$ cat src/rtl/mac_accumulator.sv
// -----------------------------------------------------------------------------
// mac_accumulator
//
// Saturating signed accumulate stage that sits after the Booth multiplier.
// It sums a burst of signed products into a saturating accumulator. When the
// product flagged last has been added, it presents the sum, the product count
// and a sticky overflow flag on a valid/ready output port.
//
// Ports:
//   clk        in   1       rising-edge clock
//   rst        in   1       asynchronous active-high reset
//   clr        in   1       synchronous clear; abandons the current burst
//   in_valid   in   1       in_prod / in_last are valid
//   in_ready   out  1       block accepts a product this cycle (state only)
//   in_prod    in   PROD_W  two's-complement product
//   in_last    in   1       final product of the burst
//   out_valid  out  1       result available (state only)
//   out_ready  in   1       consumer accepts the result
//   out_acc    out  ACC_W   signed accumulated sum (saturating)
//   out_count  out  CNT_W   products in the burst (saturating)
//   out_ovf    out  1       saturation occurred during the burst (sticky)
//
// ACC_W must be greater than PROD_W.
// -----------------------------------------------------------------------------
module mac_accumulator #(
  parameter int PROD_W = 16,
  parameter int ACC_W  = 24,
  parameter int CNT_W  = 8
) (
  input  logic              clk,
  input  logic              rst,
  input  logic              clr,
  input  logic              in_valid,
  output logic              in_ready,
  input  logic [PROD_W-1:0] in_prod,
  input  logic              in_last,
  output logic              out_valid,
  input  logic              out_ready,
  output logic [ACC_W-1:0]  out_acc,
  output logic [CNT_W-1:0]  out_count,
  output logic              out_ovf
);

  typedef enum logic {
    ACCUM = 1'b0,  // collecting products
    HOLD  = 1'b1   // presenting the result
  } state_t;

  localparam logic [ACC_W-1:0] ACC_MAX = {1'b0, {(ACC_W-1){1'b1}}};
  localparam logic [ACC_W-1:0] ACC_MIN = {1'b1, {(ACC_W-1){1'b0}}};
  localparam logic [CNT_W-1:0] CNT_MAX = {CNT_W{1'b1}};

  state_t             state_q, state_d;
  logic [ACC_W-1:0]   acc_q,   acc_d;
  logic [CNT_W-1:0]   cnt_q,   cnt_d;
  logic               ovf_q,   ovf_d;

  logic               accept;
  logic               handshake;
  logic [ACC_W:0]     sum;      // one guard bit so overflow is visible
  logic               sum_pos_ovf;
  logic               sum_neg_ovf;

  // Handshake flags depend only on state, never on in_valid / out_ready.
  assign in_ready  = (state_q == ACCUM);
  assign out_valid = (state_q == HOLD);

  assign accept    = in_ready  & in_valid;
  assign handshake = out_valid & out_ready;

  // Both operands are sign-extended to ACC_W+1 bits. Their sum can then never
  // wrap. The two top bits disagree exactly when the result falls outside the
  // ACC_W range.
  assign sum = {acc_q[ACC_W-1], acc_q}
             + {{(ACC_W+1-PROD_W){in_prod[PROD_W-1]}}, in_prod};

  assign sum_pos_ovf = ~sum[ACC_W] &  sum[ACC_W-1];
  assign sum_neg_ovf =  sum[ACC_W] & ~sum[ACC_W-1];

  // NOTE: every next-state signal gets its hold value first. Without that,
  // a path that leaves one unassigned would infer a latch.
  always_comb begin
    state_d = state_q;
    acc_d   = acc_q;
    cnt_d   = cnt_q;
    ovf_d   = ovf_q;

    if (clr) begin
      // clr wins over both handshakes. A product presented in the same
      // cycle is dropped, and a pending result is discarded.
      state_d = ACCUM;
      acc_d   = '0;
      cnt_d   = '0;
      ovf_d   = 1'b0;
    end else if (accept) begin
      if (sum_pos_ovf) begin
        acc_d = ACC_MAX;
        ovf_d = 1'b1;
      end else if (sum_neg_ovf) begin
        acc_d = ACC_MIN;
        ovf_d = 1'b1;
      end else begin
        acc_d = sum[ACC_W-1:0];
      end

      // Count saturation is not treated as an overflow.
      if (cnt_q != CNT_MAX) begin
        cnt_d = cnt_q + CNT_W'(1);
      end

      if (in_last) begin
        state_d = HOLD;
      end
    end else if (handshake) begin
      // Nothing is accepted in this cycle, so each burst costs one bubble.
      state_d = ACCUM;
      acc_d   = '0;
      cnt_d   = '0;
      ovf_d   = 1'b0;
    end
  end

  // NOTE: state registers use non-blocking assignments. Every register then
  // samples its value from before the edge, whatever order the blocks run in.
  always_ff @(posedge clk or posedge rst) begin
    if (rst) begin
      state_q <= ACCUM;
      acc_q   <= '0;
      cnt_q   <= '0;
      ovf_q   <= 1'b0;
    end else begin
      state_q <= state_d;
      acc_q   <= acc_d;
      cnt_q   <= cnt_d;
      ovf_q   <= ovf_d;
    end
  end

  // The result outputs come straight from registers. They stay stable while
  // HOLD waits for out_ready.
  assign out_acc   = acc_q;
  assign out_count = cnt_q;
  assign out_ovf   = ovf_q;

endmodule

$ cat config.mk
export PLATFORM = sky130hd
export DESIGN_NAME = mac_accumulator
export DESIGN_NICKNAME = d
export VERILOG_FILES = /design/src/rtl/mac_accumulator.sv
export SDC_FILE = /design/constraint.sdc
export NUM_CORES = 1
export LEC_CHECK = 0
export BUFFER_PORTS_ARGS = -buffer_cell sky130_fd_sc_hd__buf_4
export CAP_MARGIN = 5
export CORE_UTILIZATION = 50
export DETAILED_ROUTE_END_ITERATION = 10
export PLACE_DENSITY = 0.72
export REMOVE_ABC_BUFFERS = 1
export SYNTH_ARGS = -nofsm -noshare
export SYNTH_HDL_FRONTEND = slang
export SYNTH_SLANG_ARGS = --single-unit
$ cat constraint.sdc
create_clock -name clk -period 4.1 [get_ports clk]
set_input_delay 0.205 -clock clk [delete_from_list [all_inputs] [get_ports clk]]
set_output_delay 0.205 -clock clk [all_outputs]
set_load 0.02 [all_outputs]
# Word-level counts from Yosys, hierarchy flattened
# Cells that the tools add are included.
# classes
eq_ne	4
bitwise_logic	7
add_sub_neg	2
n_mux	17
n_reduce_logical	4
# op_table
op	n
two-way mux 24 bit	5
two-way mux 8 bit	4
adder 24 x 16 -> 25 bit	1
adder 8 x 1 -> 8 bit, second input constant	1
two-way mux 1 bit	8
!= test 8 bit, second input constant	1
AND reduction 2 bit	3
AND 1 bit	4
!= test 4 x 2 -> 1 bit, second input constant	1
!= test 3 x 2 -> 1 bit, second input constant	1
!= test 3 bit, second input constant	1
NOT 1 bit	3
nonzero test 3 bit	1
# totals
elab_cells	38
ff_bits	34
in_bits	22

# Logic depth before layout (Yosys ltp)
# depth
word_depth	7
ltp_mapped	15
depth_no_buf	14

# Worst setup path after synthesis
# Ideal clock, no wire load.
# synth_timing
kind	register to register
startpoint	register acc_q[0], in the netlist out_acc[0]
endpoint	register acc_q[10], in the netlist out_acc[10]
setup_slack_ps	784
path_stages_with_launch	16
setup_ps	66
arrival_ps	3250
t_required_ps	4034
synth_period_minus_slack_ps	3316
path_cell_list	dfrtp_1 -> ha_1 -> inv_1 -> fa_1 -> nand2b_1 -> a21o_1 -> a31o_2 -> o21ai_2 -> a41oi_2 -> o21ai_1 -> nor2b_1 -> ha_1 -> and2_1 -> buf_2 -> clkbuf_1 -> a221o_1
# synth_between
elab_chain_cells	7
# synth_lines
item	line_no	rtl
from (decl)	54	logic [ACC_W-1:0] acc_q, acc_d;
from (signal assigned)	128	acc_q <= '0;
from (signal assigned)	133	acc_q <= acc_d;
adder 24 x 16 -> 25 bit (*)	75	+ {{(ACC_W+1-PROD_W){in_prod[PROD_W-1]}}, in_prod};
NOT 1 bit	78	assign sum_neg_ovf = sum[ACC_W] & ~sum[ACC_W-1];
AND 1 bit	78	
two-way mux 24 bit	99	end else if (sum_neg_ovf) begin
two-way mux 24 bit (*)	96	if (sum_pos_ovf) begin
two-way mux 24 bit (*)	95	end else if (accept) begin
two-way mux 24 bit (*)	88	if (clr) begin
# Every way passes the cells marked *; elsewhere a longest branch is shown, timed or not.
# A chain may end at the register's enable or synchronous reset.

# Worst setup path in the final report
# layout_timing
startpoint	register acc_q[0], in the netlist out_acc[0]
endpoint	register acc_q[8], in the netlist out_acc[8]
# Same word-level chain as after synthesis.

==> results.yml <==
outcome:
  status: "complete, no violations"
worst_setup_path:
  setup.worst_path.start_class: "flip-flop"
  critical_path_peak_fanout: 16
  cpLargestDelayFamily: "compound AO/OA/AOI/OAI gates"
  path_common_cell: "ha_1"
  rr_startpoint: "out_acc[0]"
  crit_start: "out_acc[0]"
  arrival_ns: 3.77
  slowest_stage: "and2_1"
  required_ns: 4.33
  max_stage_delay_ns: 0.59
  crit_path_end_kind: "flip-flop"
  worstPathBufferInverterCount: 1
  path_class: "reg2reg"
  worstPathCellList: "ha_1 -> inv_1 -> fa_1 -> nand2b_1 -> a21o_1 -> a31o_2 -> o21ai_2 -> a41oi_2 -> o21ai_1 -> nor2b_1 -> ha_1 -> and2_1 -> a221o_1"
synthesis:
  synth_xor_area_share_pct: 8.50
  synth_edf_count: 0
  ys_ff_latch: 34
  synth.area.top_cells: "dfrtp_1, ha_1, a221o_1, xnor2_1, xor2_1"
  synth_top_family_by_area: "compound AO/OA/AOI/OAI gates"
  yosys.area_share.adder_pct: 12.9
  yosys.area_share.simple_pct: 15.7
  synth_compound_area_share_pct: 30.1
  syn_inst: 302
  synthFlopType: "dfrtp_1"
  ys_warn_count: 0
  synthDistinctLibCells: 56
  synth_area_leader_cell: "dfrtp_1"
  async_flop_share_pct: 100
  ys_seq_area_share_pct: 30.6
  synthMuxAreaShare_pct: 0
  synth_top_area_share_pct: 30.6
  synth_area_per_cell_um2: 9.21
  netlist_area_um2: 2780
global_routing:
  overflow: 0
  grt_pass1_wl_um: 11100
  grtUsageTotal_pct: 23.6
  grt_max_degree: 35
  antenna_found_initial: 0
  grt_pass1_vias: 2378
floorplanning:
  initial_core_util_pct: 53.1
  core_area_um2: 5240
  die_w_um: 76.6
  die_h_um: 76.6
  std_cell_rows: 26
  die_area_um2: 5870
  num_io_pins: 57
cells_and_area:
  diodes: 0
  layout_common_cells: "buf_4, dfrtp_1, nand2_1, ha_1, nor2_1"
  final_util_pct: 64.1
  final_common_cell: "buf_4"
  drive_gt1_share_pct: 24.7
  fin_nets: 409
  syn_to_final_growth_pct: 20.7
sta:
  finalWorstSetupSlack_ns: 0.562
  tns_ns: 0
  min_period_ns: 3.54
  slew_headroom_pct: 42.5
  hold_viol: 0
  period_share_pct: 86.3
  worstMarginPinSlew_ns: 0.859
  rsz0062_at_grt: "no"
  slew_viol_final: 0
  setup_violations: 0
  finalClockSkew_ns: 0.00348
  fmax_ghz: 0.283
placement:
  gp_congestion: 0.881
  pre_cts_ws_ns: 0.263
  hpwl_um: 4970
  portBuffers: 56
clocking:
  clk_latency_ns: 0.29
  clockBufferDepth: 2
  holdBufCountCts: 0
  post_cts_buffers: 0
  cts_sinks: 34
  cts_tree: "built"
  root_buffer: "clkbuf_8"
  cts_buffers: 5
  cts_resized: 0
  cts_max_level: 2
  cts.clk_slew.worst_paths_ns: 0.08
flow_run:
  maxCapViolations: 0
detailed_routing:
  drc_errors: 0
  vias_per_cell: 5.83
  drtIter0Drc: 166
  wire_per_inst_um: 15.5
  drtPass1Iterations: 6
  antenna_left: 0
  vias: 2506
  wl_um: 6650
pwr:
  vdd_drop_max_mv: 0.307
  powerDensity_nw_per_um2: 647
  power_leakage_nw: 1.63
hold_path:
  hp-class: "in2async"
[path summary, 6_finish.rpt]
path                           endpoint  slack [ns]  cells after the start
setup / recovery             out_acc[8]        0.56                     13
min in group clk              out_valid        0.09                      2
hold reg to reg              out_acc[3]        0.51                      2
max in group asynchronous    out_acc[5]        3.80                      3
hold / removal             out_count[0]       0.005                      3
setup reg to reg             out_acc[8]        0.56                     13
[cells by family after synthesis]
| group | after synthesis |
|---|---|
| AOI/OAI and AO/OA | 107 |
| and+or+nand+nor | 92 |
| DFF | 34 |
| adders and majority gates | 28 |
| xor gates and xnor gates | 27 |
| buffers and inverters | 14 |
[routing by layer]
layer | wire length (um) | GRT usage [%] | vias to the layer above | share of wire [%]
met2 | 2980 | 37.7 | 70 | 45
li1 | - | - | 1238 | -
met5 | 0 | 0 | - | 0
met3 | 325 | 4.55 | 8 | 4.9
met1 | 3270 | 32.7 | 1190 | 49
met4 | 77 | 6.35 | 0 | 1.2
[layout make-up]
cell class / count / area [um2]
clock buffer: 5 / 68.8
clock inverter: 3 / 21.3
fill: 448 / 1880
inverter: 6 / 22.5
multi-input combinational: 254 / 1870
sequential: 34 / 851
tap: 70 / 87.6
timing repair buffer: 58 / 435
[synthesized netlist by cell type, types with 2 or more instances]
cell	count
o21ai_1	5
a21oi_2	4
a21boi_1	2
a31oi_1	2
o22ai_1	2
inv_1	6
o21bai_1	3
nand3_1	6
nand2_1	30
o211ai_1	3
and2_1	4
a211oi_2	2
ha_1	27
a21o_2	2
dfrtp_1	34
a221o_1	16
a21oi_1	22
o21a_1	3
o31ai_2	2
clkbuf_1	5
nand2b_1	6
a41oi_2	2
xnor2_1	14
buf_2	2
o21ai_0	14
nand4_1	5
xor2_1	13
nor2b_1	5
a22o_1	2
a21o_1	7
nor2_1	27
[stage by stage]
stage               instances  power (mW)  hold slack, ns  cell area, um2
finish                    430        2.17         0.00489            3360
CTS                       430        2.17         0.00851            3360
global route              430        2.34          0.0554            3360
global placement          422        1.89           0.330            3270
floorplan                 294        1.53           0.271            2740
detailed placement        422        1.90           0.332            3270
[where the power goes]
group / switching [mW] / leakage, nW / internal, mW
clock: 0.139 / 0.0441 / 0.119
sequential: 0.0836 / 0.455 / 0.431
combinational: 0.785 / 1.13 / 0.613
[sequential cells by signal (all words and copies together), names as in the netlist]
signal     count
out_count      8
out_acc       24
out_ovf        1
out_valid      1
[worst register-to-register path, stage by stage, from the launching register on]
cell      delay, ns
dfrtp_1        0.38
ha_1           0.17
inv_1          0.05
fa_1           0.37
nand2b_1       0.19
a21o_1         0.18
a31o_2         0.23
o21ai_2        0.21
a41oi_2        0.17
o21ai_1        0.22
nor2b_1        0.16
ha_1           0.33
and2_1         0.59
a221o_1        0.21
(Power assumes the default switching activity.)
